`config.mk`:
```
export PLATFORM = sky130hd
export DESIGN_NAME = periph_bridge_flat
export DESIGN_NICKNAME = d
export VERILOG_FILES = /design/src/rtl/periph_bridge_pkg.sv /design/src/rtl/periph_bridge_if.sv /design/src/rtl/periph_bridge.sv /design/src/flat_wrapper.sv
export SDC_FILE = /design/constraint.sdc
export NUM_CORES = 1
export LEC_CHECK = 0
export CELL_PAD_IN_SITES_DETAIL_PLACEMENT = 1
export CELL_PAD_IN_SITES_GLOBAL_PLACEMENT = 2
export CORE_UTILIZATION = 25
export DETAILED_ROUTE_END_ITERATION = 12
export GPL_TIMING_DRIVEN = 1
export PLACE_DENSITY_LB_ADDON = 0.1
export SETUP_SLACK_MARGIN = 0.15
export SLEW_MARGIN = 20
export SYNTH_ARGS = -nofsm -noshare
export SYNTH_HDL_FRONTEND = slang
export SYNTH_SLANG_ARGS = --single-unit
```
`constraint.sdc`:
```
create_clock -name clk -period 3.21 [get_ports clk]
set_clock_uncertainty 0.05 [all_clocks]
set_input_delay 0.642 -clock clk [delete_from_list [all_inputs] [get_ports clk]]
set_output_delay 0.642 -clock clk [all_outputs]
set_load 0.03 [all_outputs]
```
`src/rtl/periph_bridge_pkg.sv`:
```
// ----------------------------------------------------------------------------
// periph_bridge_pkg
//   Shared definitions for the peripheral bridge and the hazard unit:
//     - bridge_state_t          : bridge FSM state encoding (IDLE, REQ, DONE)
//     - DEFAULT_PERIPHERAL_BASE : lowest byte address of the peripheral window
//     - periph_offset()         : byte address -> 32-bit peripheral offset
// ----------------------------------------------------------------------------
package periph_bridge_pkg;

    typedef enum logic [1:0] {
        IDLE = 2'd0,
        REQ  = 2'd1,
        DONE = 2'd2
    } bridge_state_t;

    localparam logic [63:0] DEFAULT_PERIPHERAL_BASE = 64'h2000_0000;

    // Offset inside the peripheral window; the upper 32 bits are discarded.
    function automatic logic [31:0] periph_offset(input logic [63:0] byte_addr,
                                                  input logic [63:0] base);
        logic [63:0] diff;
        diff = byte_addr - base;
        return diff[31:0];
    endfunction

endpackage

```
`src/rtl/periph_bridge_if.sv`:
```
// ----------------------------------------------------------------------------
// periph_bridge_if
//   Peripheral-side bus between the bridge (master) and a peripheral (slave).
//     p_req   : request, high for the whole transaction
//     p_we    : write enable, held with p_req
//     p_addr  : 32-bit offset into the peripheral window, held with p_req
//     p_wdata : store data, held with p_req
//     p_ack   : one-cycle completion pulse from the peripheral
//     p_rdata : read data, valid while p_ack is high
//     p_err   : one-cycle timeout pulse (only with PERIPH_TIMEOUT_EN)
//   Handshake: a transaction starts when p_req rises and ends on the first
//   rising edge where p_ack is sampled 1 while p_req is 1; p_we/p_addr/p_wdata
//   stay stable over that whole window. p_ack outside a request is ignored.
//   Optional feature macro: PERIPH_TIMEOUT_EN (adds p_err).
// ----------------------------------------------------------------------------
interface periph_bridge_if;
    logic        p_req;
    logic        p_we;
    logic [31:0] p_addr;
    logic [63:0] p_wdata;
    logic        p_ack;
    logic [63:0] p_rdata;
`ifdef PERIPH_TIMEOUT_EN
    logic        p_err;
`endif

    modport master (
        output p_req, p_we, p_addr, p_wdata,
        input  p_ack, p_rdata
`ifdef PERIPH_TIMEOUT_EN
        , output p_err
`endif
    );

    modport slave (
        input  p_req, p_we, p_addr, p_wdata,
        output p_ack, p_rdata
`ifdef PERIPH_TIMEOUT_EN
        , input p_err
`endif
    );
endinterface

```
`src/rtl/periph_bridge.sv`:
```
// ----------------------------------------------------------------------------
// periph_bridge
//   Turns an EX-stage peripheral access (d_valid) into a single transaction
//   on the peripheral bus and reports completion back with d_ready.
//   Ports:
//     clk, rst_n    : clock, asynchronous active-low reset
//     d_valid       : access request from the hazard unit (held until done)
//     EX_mem_write  : 1 = store, 0 = load
//     addr, wdata   : EX byte address and store data
//     stall         : global pipeline stall
//     d_ready       : access complete, rdata valid (combinational)
//     rdata         : load result
//     dbg_state     : current FSM state, for observation
//     bus           : peripheral bus, master side
//   Handshake (pipeline side): d_valid is held by the pipeline until it sees
//   d_ready; d_ready is high only in DONE while d_valid is still high. Once
//   DONE is entered the bus access is never re-issued, even if stall keeps
//   d_valid up for several more cycles.
//   Optional feature macro: PERIPH_TIMEOUT_EN (REQ wait counter + p_err).
// ----------------------------------------------------------------------------
module periph_bridge
    import periph_bridge_pkg::*;
#(
    parameter logic [63:0] PERIPHERAL_BASE = DEFAULT_PERIPHERAL_BASE,
    parameter int unsigned TIMEOUT_CYCLES  = 16
) (
    input  logic          clk,
    input  logic          rst_n,
    input  logic          d_valid,
    input  logic          EX_mem_write,
    input  logic [63:0]   addr,
    input  logic [63:0]   wdata,
    input  logic          stall,
    output logic          d_ready,
    output logic [63:0]   rdata,
    output bridge_state_t dbg_state,
    periph_bridge_if.master bus
);

    // A zero timeout would make the wait counter meaningless.
    if (TIMEOUT_CYCLES < 1) begin : g_bad_timeout
        $error("periph_bridge: TIMEOUT_CYCLES must be at least 1");
    end

    bridge_state_t state;

`ifdef PERIPH_TIMEOUT_EN
    localparam int unsigned CNT_W = $clog2(TIMEOUT_CYCLES + 1);
    localparam logic [CNT_W-1:0] CNT_LAST = CNT_W'(TIMEOUT_CYCLES - 1);

    // Number of REQ cycles already spent without p_ack.
    logic [CNT_W-1:0] wait_cnt;
`endif

    always_ff @(posedge clk or negedge rst_n) begin
        if (!rst_n) begin
            state       <= IDLE;
            bus.p_req   <= 1'b0;
            bus.p_we    <= 1'b0;
            bus.p_addr  <= '0;
            bus.p_wdata <= '0;
            rdata       <= '0;
`ifdef PERIPH_TIMEOUT_EN
            bus.p_err   <= 1'b0;
            wait_cnt    <= '0;
`endif
        end else begin
`ifdef PERIPH_TIMEOUT_EN
            bus.p_err <= 1'b0;
`endif
            case (state)
                IDLE: begin
                    if (d_valid) begin
                        bus.p_we    <= EX_mem_write;
                        bus.p_addr  <= periph_offset(addr, PERIPHERAL_BASE);
                        bus.p_wdata <= wdata;
                        bus.p_req   <= 1'b1;
                        state       <= REQ;
`ifdef PERIPH_TIMEOUT_EN
                        wait_cnt    <= '0;
`endif
                    end
                end

                REQ: begin
                    // p_ack wins over a timeout expiring on the same edge.
                    if (bus.p_ack) begin
                        if (!bus.p_we) begin
                            rdata <= bus.p_rdata;
                        end
                        bus.p_req <= 1'b0;
                        bus.p_we  <= 1'b0;
                        state     <= DONE;
                    end
`ifdef PERIPH_TIMEOUT_EN
                    else if (wait_cnt == CNT_LAST) begin
                        rdata     <= '1;
                        bus.p_err <= 1'b1;
                        bus.p_req <= 1'b0;
                        bus.p_we  <= 1'b0;
                        state     <= DONE;
                    end else begin
                        wait_cnt <= wait_cnt + 1'b1;
                    end
`endif
                end

                DONE: begin
                    // Leave as soon as the pipeline moves on or the access was
                    // flushed; a stalled pipeline keeps us parked here.
                    if (!stall || !d_valid) begin
                        state <= IDLE;
                    end
                end

                default: state <= IDLE;
            endcase
        end
    end

    assign d_ready   = (state == DONE) && d_valid;
    assign dbg_state = state;

endmodule
```
`src/flat_wrapper.sv`:
```
// flat-port wrapper written by rule: the top's interface ports become plain ports
module periph_bridge_flat import periph_bridge_pkg::*;
#(
    parameter logic [63:0] PERIPHERAL_BASE = DEFAULT_PERIPHERAL_BASE,
    parameter int unsigned TIMEOUT_CYCLES  = 16
)
  (clk, rst_n, d_valid, EX_mem_write, addr, wdata, stall, d_ready, rdata, dbg_state, bus_p_req, bus_p_we, bus_p_addr, bus_p_wdata, bus_p_ack, bus_p_rdata);
  periph_bridge_if bus_i ();
  input  logic clk;
  input  logic rst_n;
  input  logic d_valid;
  input  logic EX_mem_write;
  input  logic [63:0] addr;
  input  logic [63:0] wdata;
  input  logic stall;
  output logic d_ready;
  output logic [63:0] rdata;
  output bridge_state_t dbg_state;
  output wire logic [$bits(bus_i.p_req)-1:0] bus_p_req;
  output wire logic [$bits(bus_i.p_we)-1:0] bus_p_we;
  output wire logic [$bits(bus_i.p_addr)-1:0] bus_p_addr;
  output wire logic [$bits(bus_i.p_wdata)-1:0] bus_p_wdata;
  input wire logic [$bits(bus_i.p_ack)-1:0] bus_p_ack;
  input wire logic [$bits(bus_i.p_rdata)-1:0] bus_p_rdata;
  assign bus_p_req = bus_i.p_req;
  assign bus_p_we = bus_i.p_we;
  assign bus_p_addr = bus_i.p_addr;
  assign bus_p_wdata = bus_i.p_wdata;
  assign bus_i.p_ack = bus_p_ack;
  assign bus_i.p_rdata = bus_p_rdata;
  periph_bridge #(.PERIPHERAL_BASE(PERIPHERAL_BASE), .TIMEOUT_CYCLES(TIMEOUT_CYCLES)) u_core (.clk(clk), .rst_n(rst_n), .d_valid(d_valid), .EX_mem_write(EX_mem_write), .addr(addr), .wdata(wdata), .stall(stall), .d_ready(d_ready), .rdata(rdata), .dbg_state(dbg_state), .bus(bus_i));
endmodule
```
==> flow_results.org <==
** Run
- The tool flagged a number of max-cap violations equal to 0.

** Yosys
- In the synthesized netlist the async set-or-reset flop fraction comes to 100%.
- Number of enable flip-flop cells after synthesis :: 0
- The number of nets handed over by synthesis was 568.
- The synthesized design devotes to its leading area cell type 66.4% of total area.
- Most area-hungry cell type in the Yosys netlist :: dfrtp_1
- Of the synthesized area, sequential elements account for 66.4%.
- Yosys synthesis warning count :: 0
- Mean area per synthesized cell :: 16.7 sq um
- For this run, the leading register cell type out of synthesis is dfrtp_1.
- Count of unique library cells instantiated by Yosys :: 22
- In the post-synthesis netlist, the biggest area contributors are dfrtp_1, mux2_2, mux2_4, buf_2, buf_4.
- Synth Instances :: 369
- Number of synthesized register bits :: 164
- The mapped netlist covers 0.00618 sq mm.

** Timing
- At the pin with the least slew margin, the transition time is 0.610 ns.
- Final total negative setup slack :: 0 ns
- The max-slew violation count was 0.
- Final setup viols :: 0
- Subtracting the final worst setup slack from the clock period gives 2.80 ns.
- Across all hold checks on the routed design, the worst slack comes to 0.139 ns.
- Max-slew headroom :: 59.3%
- Setup repair after global routing missed its margin :: no
- Achievable frequency :: 357 MHz
- Portion of the clock cycle consumed by the worst path in the final layout :: 87.4%
- The hold violation total from the final report was 0.

** Global route
- Overflow left after global routing :: 0
- The number of global-route vias before repair came to 5061.
- The first global-routing pass estimated 29000 um of wire.
- GRT Overall Usage :: 15.2%
- Largest net degree at the start of global routing :: 70
- Antenna violations before repair :: 1

** Worst setup path
- The most critical setup path has its startpoint at d_valid.
- Largest fanout on the critical path :: 6
- The worst setup path is launched from an input port.
- Data arrives at the worst endpoint at 2.11 ns.
- For flop-to-flop paths, the worst setup slack is 1.27 ns.
- In this run the worst setup path terminates at d_ready.
- Data on the critical path is required at its endpoint by 2.52 ns.
- Category of the worst setup path capture point :: output pin
- Reg-to-reg startpoint :: u_core.dbg_state[0]
- The setup path with the least slack is of type input port to output pin.
- The worst register-to-register path ends at u_core.bus.p_addr[17].
- Depth of the worst register-to-register path :: 3

** Power and ir drop
- Summed over all cells, the static leakage comes to 4.26 nW.
- Power Density :: 1160 mW/mm^2
- Peak supply drop :: 475 uV

** Layout
- Leaving out fill and tap cells, the most frequent cell in the layout is clkdlybuf4s50_1.
- Cells with a size suffix above 1 make up 27.5% of the layout.
- The net count of the finished layout is 905.
- The top cell types in the final layout, fill and taps aside, are clkdlybuf4s50_1, dfrtp_1, mux2_2.
- Synth-to-Final Area Change :: 69.2%

** Clock tree
- CTS tree :: yes
- The later pin in the worst-skew pair is clocked with a latency of 0.42 ns.
- The tree is rooted in a clkbuf_16.
- Sinks on Clock Net :: 164
- Clock transition at the registers of the reported paths :: 0.07 ns
- No sink is reached through more buffers than the 2 on the longest clock path.
- CTS built an H-tree with a depth of 4.
- TritonCTS buffer count :: 17
- Quantity of gates resized following cts :: 0
- Post-CTS repair timing setup buffer count :: 0
- CTS Hold Bufs :: 0

** Routing
- Dividing the detail-routed via count by the number of cells gives 4.19.
- Number of iterations in the first detailed-routing pass :: 3
- After detailed routing, the number of remaining DRC violations is 0.
- In this run the remaining antenna-violating nets after routing total 0.
- Summed over all layers, the routed wires come to 18500 um.
- Starting DRC count in detailed routing :: 119
- The detailed router placed 4372 vias in this run.
- Dividing the detail-routed wire length by the instance count gives 17.7 um.

** Placement
- The count of buffers added on input and output ports is 330.
- At the end of routability-driven placement, the weighted congestion stood at 0.736.
- Detailed-placement wirelength estimate :: 14000 um

** Floorplanning
- 363 I/O pins were placed.
- The floorplan has 57 rows.
- The die covers 0.0253 sq mm.
- Die extent in y :: 159 um
- The core region is 0.0242 sq mm.
- Die Wd :: 159 um
- The initial utilization of the core area, before any placement, comes to 25.5%.

** Hold path
- The path class of the tightest hold or removal check is input port to asynchronous set/reset pin.

** Run status
- The run finished with clean final reports.
## per-layer routing
layer / vias to the layer above / global-route usage (%) / part of all wire (%)
met4: 0 / 5.64 / 1.9
met2: 166 / 27.5 / 54
met5: - / 0 / 0
met1: 2221 / 15.7 / 36
li1: 1964 / - / -
met3: 21 / 5.99 / 8.4
## metrics by stage
step	total power, mW	instances	setup slack (ns)	instance area, sq um	utilization, %
after floorplan	7.29	369	1.32	6180	-
after global placement	10.0	1011	0.407	9860	40.7
after detailed placement	10.2	1011	0.412	9860	40.7
after CTS	12.3	1043	0.404	10500	43.1
after global routing	12.7	1044	0.350	10500	43.1
final	12.1	1044	0.405	10500	43.1
## kinds of logic (layout without fill, tap and decap cells)
| logic type | after synthesis | after routing | share of synthesized area, % |
|---|---|---|---|
| xor+xnor | 1 | 1 | 0.142 |
| compound gates | 10 | 10 | 0.932 |
| buf+inv | 24 | 374 | 2.41 |
| flops | 164 | 164 | 66.4 |
| other cells | 0 | 1 | 0 |
| simple gates | 12 | 12 | 1.01 |
| mux | 157 | 157 | 28.9 |
| fa+ha+maj | 1 | 1 | 0.203 |
## worst min path at each step
stage / end / slack [ns] / cells past startpoint
2_1_floorplan: u_core.bus.p_addr[0] / 0.30 / 0
3_3_place_gp: u_core.bus.p_addr[31] / 0.42 / 2
3_5_place_dp: u_core.bus.p_addr[31] / 0.44 / 2
4_1_cts: u_core.bus.p_addr[18] / 0.15 / 1
5_1_grt: u_core.bus.p_addr[22] / 0.17 / 1
6_report: u_core.bus.p_addr[22] / 0.14 / 1
## critical path, cell delays in order
cell,delay (ns)
clkdlybuf4s50_1,0.57
nand2_1,0.09
nor2_1,0.13
clkdlybuf4s50_1,0.69
## flip-flops by register name (all words and copies together) (netlist names)
register,cells
u_core.bus.p_wdata,64
u_core.bus.p_addr,32
u_core.rdata,64
u_core.bus.p_req,1
u_core.dbg_state,2
u_core.bus.p_we,1
## final cells by class
| cell class | instances | area, sq um |
|---|---|---|
| Tap cell | 324 | 405 |
| Antenna cell | 1 | 2.50 |
| Clock buffer | 20 | 447 |
| Timing Repair Buffer | 338 | 3400 |
| Fill cell | 2486 | 13800 |
| Sequential cell | 164 | 4100 |
| Clock inverter | 12 | 145 |
| Inverter | 4 | 15.0 |
| Multi-Input combinational cell | 181 | 1930 |
## synthesized netlist by cell type (3+ instances only)
master     n
buf_2     10
nor2_1     3
buf_4      6
dfrtp_1  164
mux2_4     4
buf_6      3
mux2_2   153
inv_1      4
o21ai_0    6
nand2_1    4
## power by group
part / leakage, nW / total, mW / internal, mW / switching, mW
clock network: 0.276 / 2.06 / 1.18 / 0.878
registers: 1.93 / 3.68 / 3.13 / 0.554
logic: 2.06 / 6.36 / 2.99 / 3.37
(Power assumes the default switching activity.)
